--- config.mk ---
export PLATFORM = sky130hd
export DESIGN_NAME = conversor_bin_bcd_display_flat
export DESIGN_NICKNAME = d
export VERILOG_FILES = /design/src/rtl/conversor_bin_bcd_display_if.sv /design/src/rtl/conversor_bin_bcd_display.sv /design/src/flat_wrapper.sv
export SDC_FILE = /design/constraint.sdc
export NUM_CORES = 1
export LEC_CHECK = 0
export CAP_MARGIN = 40
export CORE_MARGIN = 2
export CORE_UTILIZATION = 45
export DETAILED_ROUTE_END_ITERATION = 8
export PLACE_DENSITY = 0.67
export SLEW_MARGIN = 10
export SYNTH_ARGS = -nofsm -noshare
export SYNTH_HDL_FRONTEND = slang
export SYNTH_SLANG_ARGS = --single-unit
--- constraint.sdc ---
create_clock -name clock -period 5.85 [get_ports clock]
set_clock_uncertainty 0.2 [all_clocks]
set_input_delay 1.4625 -clock clock [delete_from_list [all_inputs] [get_ports clock]]
set_output_delay 1.4625 -clock clock [all_outputs]
set_load 0.1 [all_outputs]
--- src/rtl/conversor_bin_bcd_display_if.sv ---
// Bus between the datapath output register and the BCD converter.
// The master drives the conversion request, the slave returns the digits and status.
interface conversor_bin_bcd_display_if #(
  parameter int WIDTH  = 16,
  parameter int DIGITS = 5
);
  logic                  start;
  logic [WIDTH-1:0]      valor;
  logic                  apagar_zeros;
  logic [4*DIGITS-1:0]   bcd;
  logic                  busy;
  logic                  done;

  modport master (
    output start, valor, apagar_zeros,
    input  bcd, busy, done
  );

  modport slave (
    input  start, valor, apagar_zeros,
    output bcd, busy, done
  );
endinterface

--- src/rtl/conversor_bin_bcd_display.sv ---
// Sequential binary-to-BCD converter (shift-and-add-3, one bit per clock)
// feeding the per-digit seven-segment decoders. Leading zeros can be forced
// to 4'hF, which the decoders show as a dark digit.
//
// state | meaning
// IDLE  | waiting for start; bcd holds the last result
// SHIFT | one add-3/shift step per clock, WIDTH steps in total
// FIM   | publish the BCD field (with optional blanking), pulse done
module conversor_bin_bcd_display #(
  parameter int WIDTH  = 16,
  parameter int DIGITS = 5
) (
  input  logic clock,
  input  logic reset,
  conversor_bin_bcd_display_if.slave bus
);
  localparam int SR_W  = 4*DIGITS + WIDTH;
  localparam int CNT_W = $clog2(WIDTH + 1);

  typedef enum logic [1:0] {IDLE, SHIFT, FIM} state_t;

  state_t              state, state_nxt;
  logic [SR_W-1:0]     sr, sr_adj, sr_sh;
  logic [CNT_W-1:0]    cnt;
  logic                blank_q;
  logic                busy_q, done_q;
  logic [4*DIGITS-1:0] bcd_q, bcd_pub;
  logic                load, shift_en, publish;
  logic                leading;

  // State register
  always_ff @(posedge clock or posedge reset) begin
    if (reset) state <= IDLE;
    else       state <= state_nxt;
  end

  // Next-state and per-state control strobes
  always_comb begin
    state_nxt = state;
    load      = 1'b0;
    shift_en  = 1'b0;
    publish   = 1'b0;
    case (state)
      IDLE: begin
        if (bus.start) begin
          load      = 1'b1;
          state_nxt = SHIFT;
        end
      end
      SHIFT: begin
        shift_en = 1'b1;
        if (cnt == CNT_W'(WIDTH - 1)) state_nxt = FIM;
      end
      FIM: begin
        publish   = 1'b1;
        state_nxt = IDLE;
      end
      default: state_nxt = IDLE;
    endcase
  end

  // Add 3 to every BCD nibble >= 5 (pre-shift values, all in parallel), then shift
  always_comb begin
    sr_adj = sr;
    for (int d = 0; d < DIGITS; d++) begin
      if (sr[WIDTH+4*d +: 4] >= 4'd5)
        sr_adj[WIDTH+4*d +: 4] = sr[WIDTH+4*d +: 4] + 4'd3;
    end
    sr_sh = sr_adj << 1;
  end

  // Leading-zero blanking from the top digit down; digit 0 always stays visible
  always_comb begin
    bcd_pub = sr[WIDTH +: 4*DIGITS];
    leading = blank_q;
    for (int d = DIGITS - 1; d >= 1; d--) begin
      if (leading && (sr[WIDTH+4*d +: 4] == 4'd0)) bcd_pub[4*d +: 4] = 4'hF;
      else                                          leading = 1'b0;
    end
  end

  // Datapath: shift register, bit counter, captured options and published outputs
  always_ff @(posedge clock or posedge reset) begin
    if (reset) begin
      sr      <= '0;
      cnt     <= '0;
      blank_q <= 1'b0;
      busy_q  <= 1'b0;
      done_q  <= 1'b0;
      bcd_q   <= '1;
    end else begin
      done_q <= publish;
      if (load) begin
        sr      <= {{(4*DIGITS){1'b0}}, bus.valor};
        blank_q <= bus.apagar_zeros;
        cnt     <= '0;
        busy_q  <= 1'b1;
      end else if (shift_en) begin
        sr  <= sr_sh;
        cnt <= cnt + CNT_W'(1);
      end
      if (publish) begin
        bcd_q  <= bcd_pub;
        busy_q <= 1'b0;
      end
    end
  end

  assign bus.bcd  = bcd_q;
  assign bus.busy = busy_q;
  assign bus.done = done_q;
endmodule

--- src/flat_wrapper.sv ---
// flat-port wrapper written by rule: the top's interface ports become plain ports
module conversor_bin_bcd_display_flat 
#(
  parameter int WIDTH  = 16,
  parameter int DIGITS = 5
)
  (clock, reset, bus_start, bus_valor, bus_apagar_zeros, bus_bcd, bus_busy, bus_done);
  conversor_bin_bcd_display_if #(.WIDTH(WIDTH), .DIGITS(DIGITS)) bus_i ();
  input  logic clock;
  input  logic reset;
  input wire logic [$bits(bus_i.start)-1:0] bus_start;
  input wire logic [$bits(bus_i.valor)-1:0] bus_valor;
  input wire logic [$bits(bus_i.apagar_zeros)-1:0] bus_apagar_zeros;
  output wire logic [$bits(bus_i.bcd)-1:0] bus_bcd;
  output wire logic [$bits(bus_i.busy)-1:0] bus_busy;
  output wire logic [$bits(bus_i.done)-1:0] bus_done;
  assign bus_i.start = bus_start;
  assign bus_i.valor = bus_valor;
  assign bus_i.apagar_zeros = bus_apagar_zeros;
  assign bus_bcd = bus_i.bcd;
  assign bus_busy = bus_i.busy;
  assign bus_done = bus_i.done;
  conversor_bin_bcd_display #(.WIDTH(WIDTH), .DIGITS(DIGITS)) u_core (.clock(clock), .reset(reset), .bus(bus_i));
endmodule
Word-level counts from Yosys, hierarchy flattened
Cells that the tools add are included.
{"block": "classes", "add_sub_neg": 6, "n_lt_le_gt_ge": 5, "eq_ne": 5, "n_mux": 25, "reduce_logical": 12}
{"cell": "$mux 36", "count": 2}
{"cell": "$mux 4", "count": 8}
{"cell": "$ge 4x3->1 const B", "count": 5}
{"cell": "$add 4x2->4 const B", "count": 4}
{"cell": "$logic_not 4->1", "count": 4}
{"cell": "$mux 5", "count": 2}
{"cell": "$mux 1", "count": 9}
{"cell": "$add 5x1->5 const B", "count": 1}
{"cell": "$eq 5x4->1 const B", "count": 1}
{"cell": "$logic_and 1x1->1", "count": 4}
{"cell": "$mux 2", "count": 2}
{"cell": "$pmux 2 s2", "count": 1}
{"cell": "$reduce_bool 2->1", "count": 2}
{"cell": "$add 3x2->3 const B", "count": 1}
{"cell": "$mux 3", "count": 1}
{"cell": "$eq 2x1->1 const B", "count": 1}
{"cell": "$eq 2x2->1 const B", "count": 1}
{"cell": "$logic_not 2->1", "count": 1}
{"cell": "$ne 2x1->1 const B", "count": 1}
{"cell": "$ne 2x2->1 const B", "count": 1}
{"cell": "$reduce_and 2->1", "count": 1}
{"block": "word_totals", "reg_bits": 66, "output_inout_bits": 22, "wordCells": 60}

Depth between registers and ports, before layout
{"block": "logic_depth", "depth_word": 9, "mapped_depth": 6, "ltp_nobuf": 6}

Worst setup path before layout
Ideal clock, no wire load.
{"block": "synth_timing", "path_type": "reg2out", "from": "register u_core.busy_q (netlist: u_core.bus.busy)", "to": "output bus_busy", "arrival_ns": 0.898, "slack_ns": 3.289, "stages_incl_launch_ff": 1, "path_buffers": 0, "cell_sequence": "dfrtp_1"}
{"item": "from (decl)", "line_no": "conversor_bin_bcd_display.sv:26", "rtl": "logic busy_q, done_q;"}
{"item": "from (signal assigned)", "line_no": "conversor_bin_bcd_display.sv:88", "rtl": "busy_q <= 1'b0;"}
{"item": "from (signal assigned)", "line_no": "conversor_bin_bcd_display.sv:97", "rtl": "busy_q <= 1'b1;"}
{"item": "from (signal assigned)", "line_no": "conversor_bin_bcd_display.sv:104", "rtl": "busy_q <= 1'b0;"}
{"item": "to (decl)", "line_no": "flat_wrapper.sv:15", "rtl": "output wire logic [$bits(bus_i.busy)-1:0] bus_busy;"}
No word-level cell between the ends.

Worst setup path after layout
{"block": "layout_timing", "from": "register u_core.bcd_q[1] (netlist: u_core.bus.bcd[1])", "to": "output bus_bcd[1]"}
{"item": "from (decl)", "line_no": "conversor_bin_bcd_display.sv:27", "rtl": "logic [4*DIGITS-1:0] bcd_q, bcd_pub;"}
{"item": "from (signal assigned)", "line_no": "conversor_bin_bcd_display.sv:103", "rtl": "bcd_q <= bcd_pub;"}
{"item": "to (decl)", "line_no": "flat_wrapper.sv:14", "rtl": "output wire logic [$bits(bus_i.bcd)-1:0] bus_bcd;"}
No word-level cell between the ends.

==> results.sh <==
export IMPL_start_kind="flop"
export IMPL_hold_buffers=0
export IMPL_synth_simple_area_share_pct=14.8
export IMPL_grt_pass1_vias=2223
export IMPL_start_util_pct=46.1
export IMPL_syn_avg_cell_area_um2=10.6
export IMPL_synth_cell_types=31
export IMPL_grt_total_usage_pct=17.2
export IMPL_synthXorXnorAreaFrac_pct=1.69
export IMPL_hold_viol_final=0
export IMPL_vias=2339
export IMPL_syn_nets=331
export IMPL_dieWidth_um=87.2
export IMPL_fin_util_pct=61.2
export IMPL_drtIter0Drc=96
export IMPL_grt_pass1_wl_um=10200
export IMPL_cp_startpoint="u_core.bus.bcd[1]$_DFFE_PP1P_"
export IMPL_min_period_ns=3.26
export IMPL_synth_top_family_by_area="compound AO/OA/AOI/OAI gates"
export IMPL_drcViolationCount=0
export IMPL_maxSlewHeadroom_pct=45.8
export IMPL_cts_tree="yes"
export IMPL_firstDrtPassIters=5
export IMPL_die_area_um2=7600
export IMPL_drv_slew=0
export IMPL_clock_latency_ns=0.34
export IMPL_gr_total_overflow=0
export IMPL_setup_tns_ns=0
export IMPL_core_um2=6760
export IMPL_r2r_end="u_core.cnt[2]$_DFFE_PP0P_"
export IMPL_reg2reg_depth=5
export IMPL_arrival_ns=1.60
export IMPL_synth_seq_cells=66
export IMPL_r2r_start="u_core.state[0]$_DFFE_PP0P_"
export IMPL_crit_type="reg -> out"
export IMPL_vias_per_cell=5.27
export IMPL_synthAdderAreaFrac_pct=6.43
export IMPL_wl_um=5840
export IMPL_portBuffers=41
export IMPL_max_cap_viol_count=0
export IMPL_synth_top_cell_by_area="dfrtp_1"
export IMPL_cts_htree_levels=3
export IMPL_grt_setup_unrepaired="false"
export IMPL_globalplace_congestion=0.781
export IMPL_cts_clk_slew_worst_paths_ns=0.07
export IMPL_ys_seq_area_share_pct=53.8
export IMPL_cts_sinks=66
export IMPL_netlist_area_um2=3120
export IMPL_endpoint="bus_bcd[1]"
export IMPL_regToRegSetupSlack_ns=3.76
export IMPL_grt_antenna_before_repair=0
export IMPL_cts_max_path_buffers=2
export IMPL_io_pins=42
export IMPL_muxShareOfSynthArea_pct=3.25
export IMPL_drt_wirelength_per_cell_um=13.1
export IMPL_seqCellArea_um2=1680
export IMPL_critPathMaxFanout=2
export IMPL_synth_compound_area_share_pct=16.3
export IMPL_die_h_um=87.2
export IMPL_post_cts_buffers=0
export IMPL_syn_inst=295
export IMPL_synth_warnings=0
export IMPL_fillers=577
export IMPL_fin_crit_sh_pct=55.7
export IMPL_synthDominantCellAreaShare_pct=36.9
export IMPL_finalSetupViolCount=0
export IMPL_hold_class="reg -> reg"
export IMPL_crit_path_end_kind="output pin"
export IMPL_dp_hpwl_um=4000
export IMPL_yosys_top_cells_area="dfrtp_1 37%, dfstp_2 17%, ha_1 6.4%"
export IMPL_multi_input_area_um2=1330
export IMPL_drtAntennaViolNets=0
export IMPL_drive_gt1_share_pct=21.2
export IMPL_fin_nets=395
export IMPL_cts_repair_resized=0
export IMPL_grt_max_degree=36
export IMPL_cts_root_buf="clkbuf_8"
export IMPL_max_slew_worst_pin_slew_ns=0.812
export IMPL_cts_buffers=9
export IMPL_worstPathRequired_ns=4.19
export IMPL_outcome="complete, no violations"
export IMPL_antenna_cells=0
export IMPL_holdWs_ns=0.272
export IMPL_num_rows=30
export IMPL_syn2layout_area_growth_pct=32.7
export IMPL_clock_fmax_ghz=0.307
[worst min path at each step]
stage / from / endpoint / slack [ns] / cells past startpoint
floorplan: u_core.cnt[3]$_DFFE_PP0P_ / u_core.cnt[3]$_DFFE_PP0P_ / 0.24 / 1
global placement: u_core.cnt[3]$_DFFE_PP0P_ / u_core.cnt[3]$_DFFE_PP0P_ / 0.25 / 1
detailed placement: u_core.cnt[3]$_DFFE_PP0P_ / u_core.cnt[3]$_DFFE_PP0P_ / 0.26 / 1
CTS: u_core.cnt[3]$_DFFE_PP0P_ / u_core.cnt[3]$_DFFE_PP0P_ / 0.27 / 1
global route: u_core.sr[14]$_DFFE_PP0P_ / u_core.sr[14]$_DFFE_PP0P_ / 0.31 / 2
finish: u_core.cnt[3]$_DFFE_PP0P_ / u_core.cnt[3]$_DFFE_PP0P_ / 0.27 / 1
[cell usage in the layout (no fill, tap or decap), types with 13 or more instances in the layout]
cell             count
dfrtp_1             46
nand2_1             44
clkdlybuf4s50_1     41
buf_8               22
o21ai_0             21
dfstp_2             20
nand3_1             19
ha_1                16
a22oi_1             15
a21oi_1             13
[sequential cells by signal, summed over array words and instances (netlist names)]
register         count
u_core.sr           36
u_core.bus.bcd      20
u_core.cnt           5
u_core.state         2
u_core.blank_q       1
u_core.bus.busy      1
u_core.bus.done      1
[kinds of logic (layout without fill, tap and decap cells)]
family | count (synthesis) | in the layout
and+or+nand+nor | 95 | 95
AOI/OAI and AO/OA | 76 | 76
DFF | 66 | 66
buffers and inverters | 27 | 96
adders and majority gates | 16 | 16
muxes | 9 | 9
xor gates and xnor gates | 6 | 6
[layout make-up]
type / instances / area share [%]
Clock buffer: 12 / 3.75
Sequential cell: 66 / 40.5
Clock inverter: 4 / 1.21
Multi-Input combinational cell: 202 / 32.2
Timing Repair Buffer: 67 / 18.7
Tap cell: 80 / 2.42
Inverter: 13 / 1.18
[routing by layer]
metal	vias to the layer above	global-route usage, %	routed length (µm)
met5	-	0	0
met4	0	5.73	75
met3	6	5.69	207
met2	38	27.3	2760
met1	1124	22.4	2790
li1	1171	-	-
[worst max-delay path, cell delays in order (launching register included)]
cell and delay, ns:
dfstp_2 0.54, clkdlybuf4s50_1 0.51, buf_8 0.20
[through the flow]
step           setup WS [ns]  cell area, µm²  std cells
5_1_grt                 2.51            4140        444
4_1_cts                 2.57            4140        444
2_1_floorplan           2.57            3120        295
3_5_place_dp            2.26            3930        428
6_report                2.59            4140        444
3_3_place_gp            2.28            3590        405
[synthesized netlist by cell type]
master and count:
nor3b_4 1, nand2_1 44, nand3_1 19, ha_1 16
a32o_1 5, o21ai_0 21, nand2b_1 6, nor3b_1 4
dfstp_2 20, xnor2_1 5, nand4_1 2, and2_1 1
buf_2 7, o21ai_1 2, nor2b_1 2, nor2_4 1
o21ai_2 1, a22oi_1 15, and3_1 1, clkbuf_1 6
o31ai_1 7, buf_4 1, o22a_1 12, mux2_2 9
a21oi_1 13, inv_1 13, nor2_1 12, dfrtp_1 46
or3b_1 1, and4bb_2 1, xor2_1 1
Power is left out: the tool's default activity adds up to more than one toggle a clock period on the data nets, which glitch-free logic cannot reach.
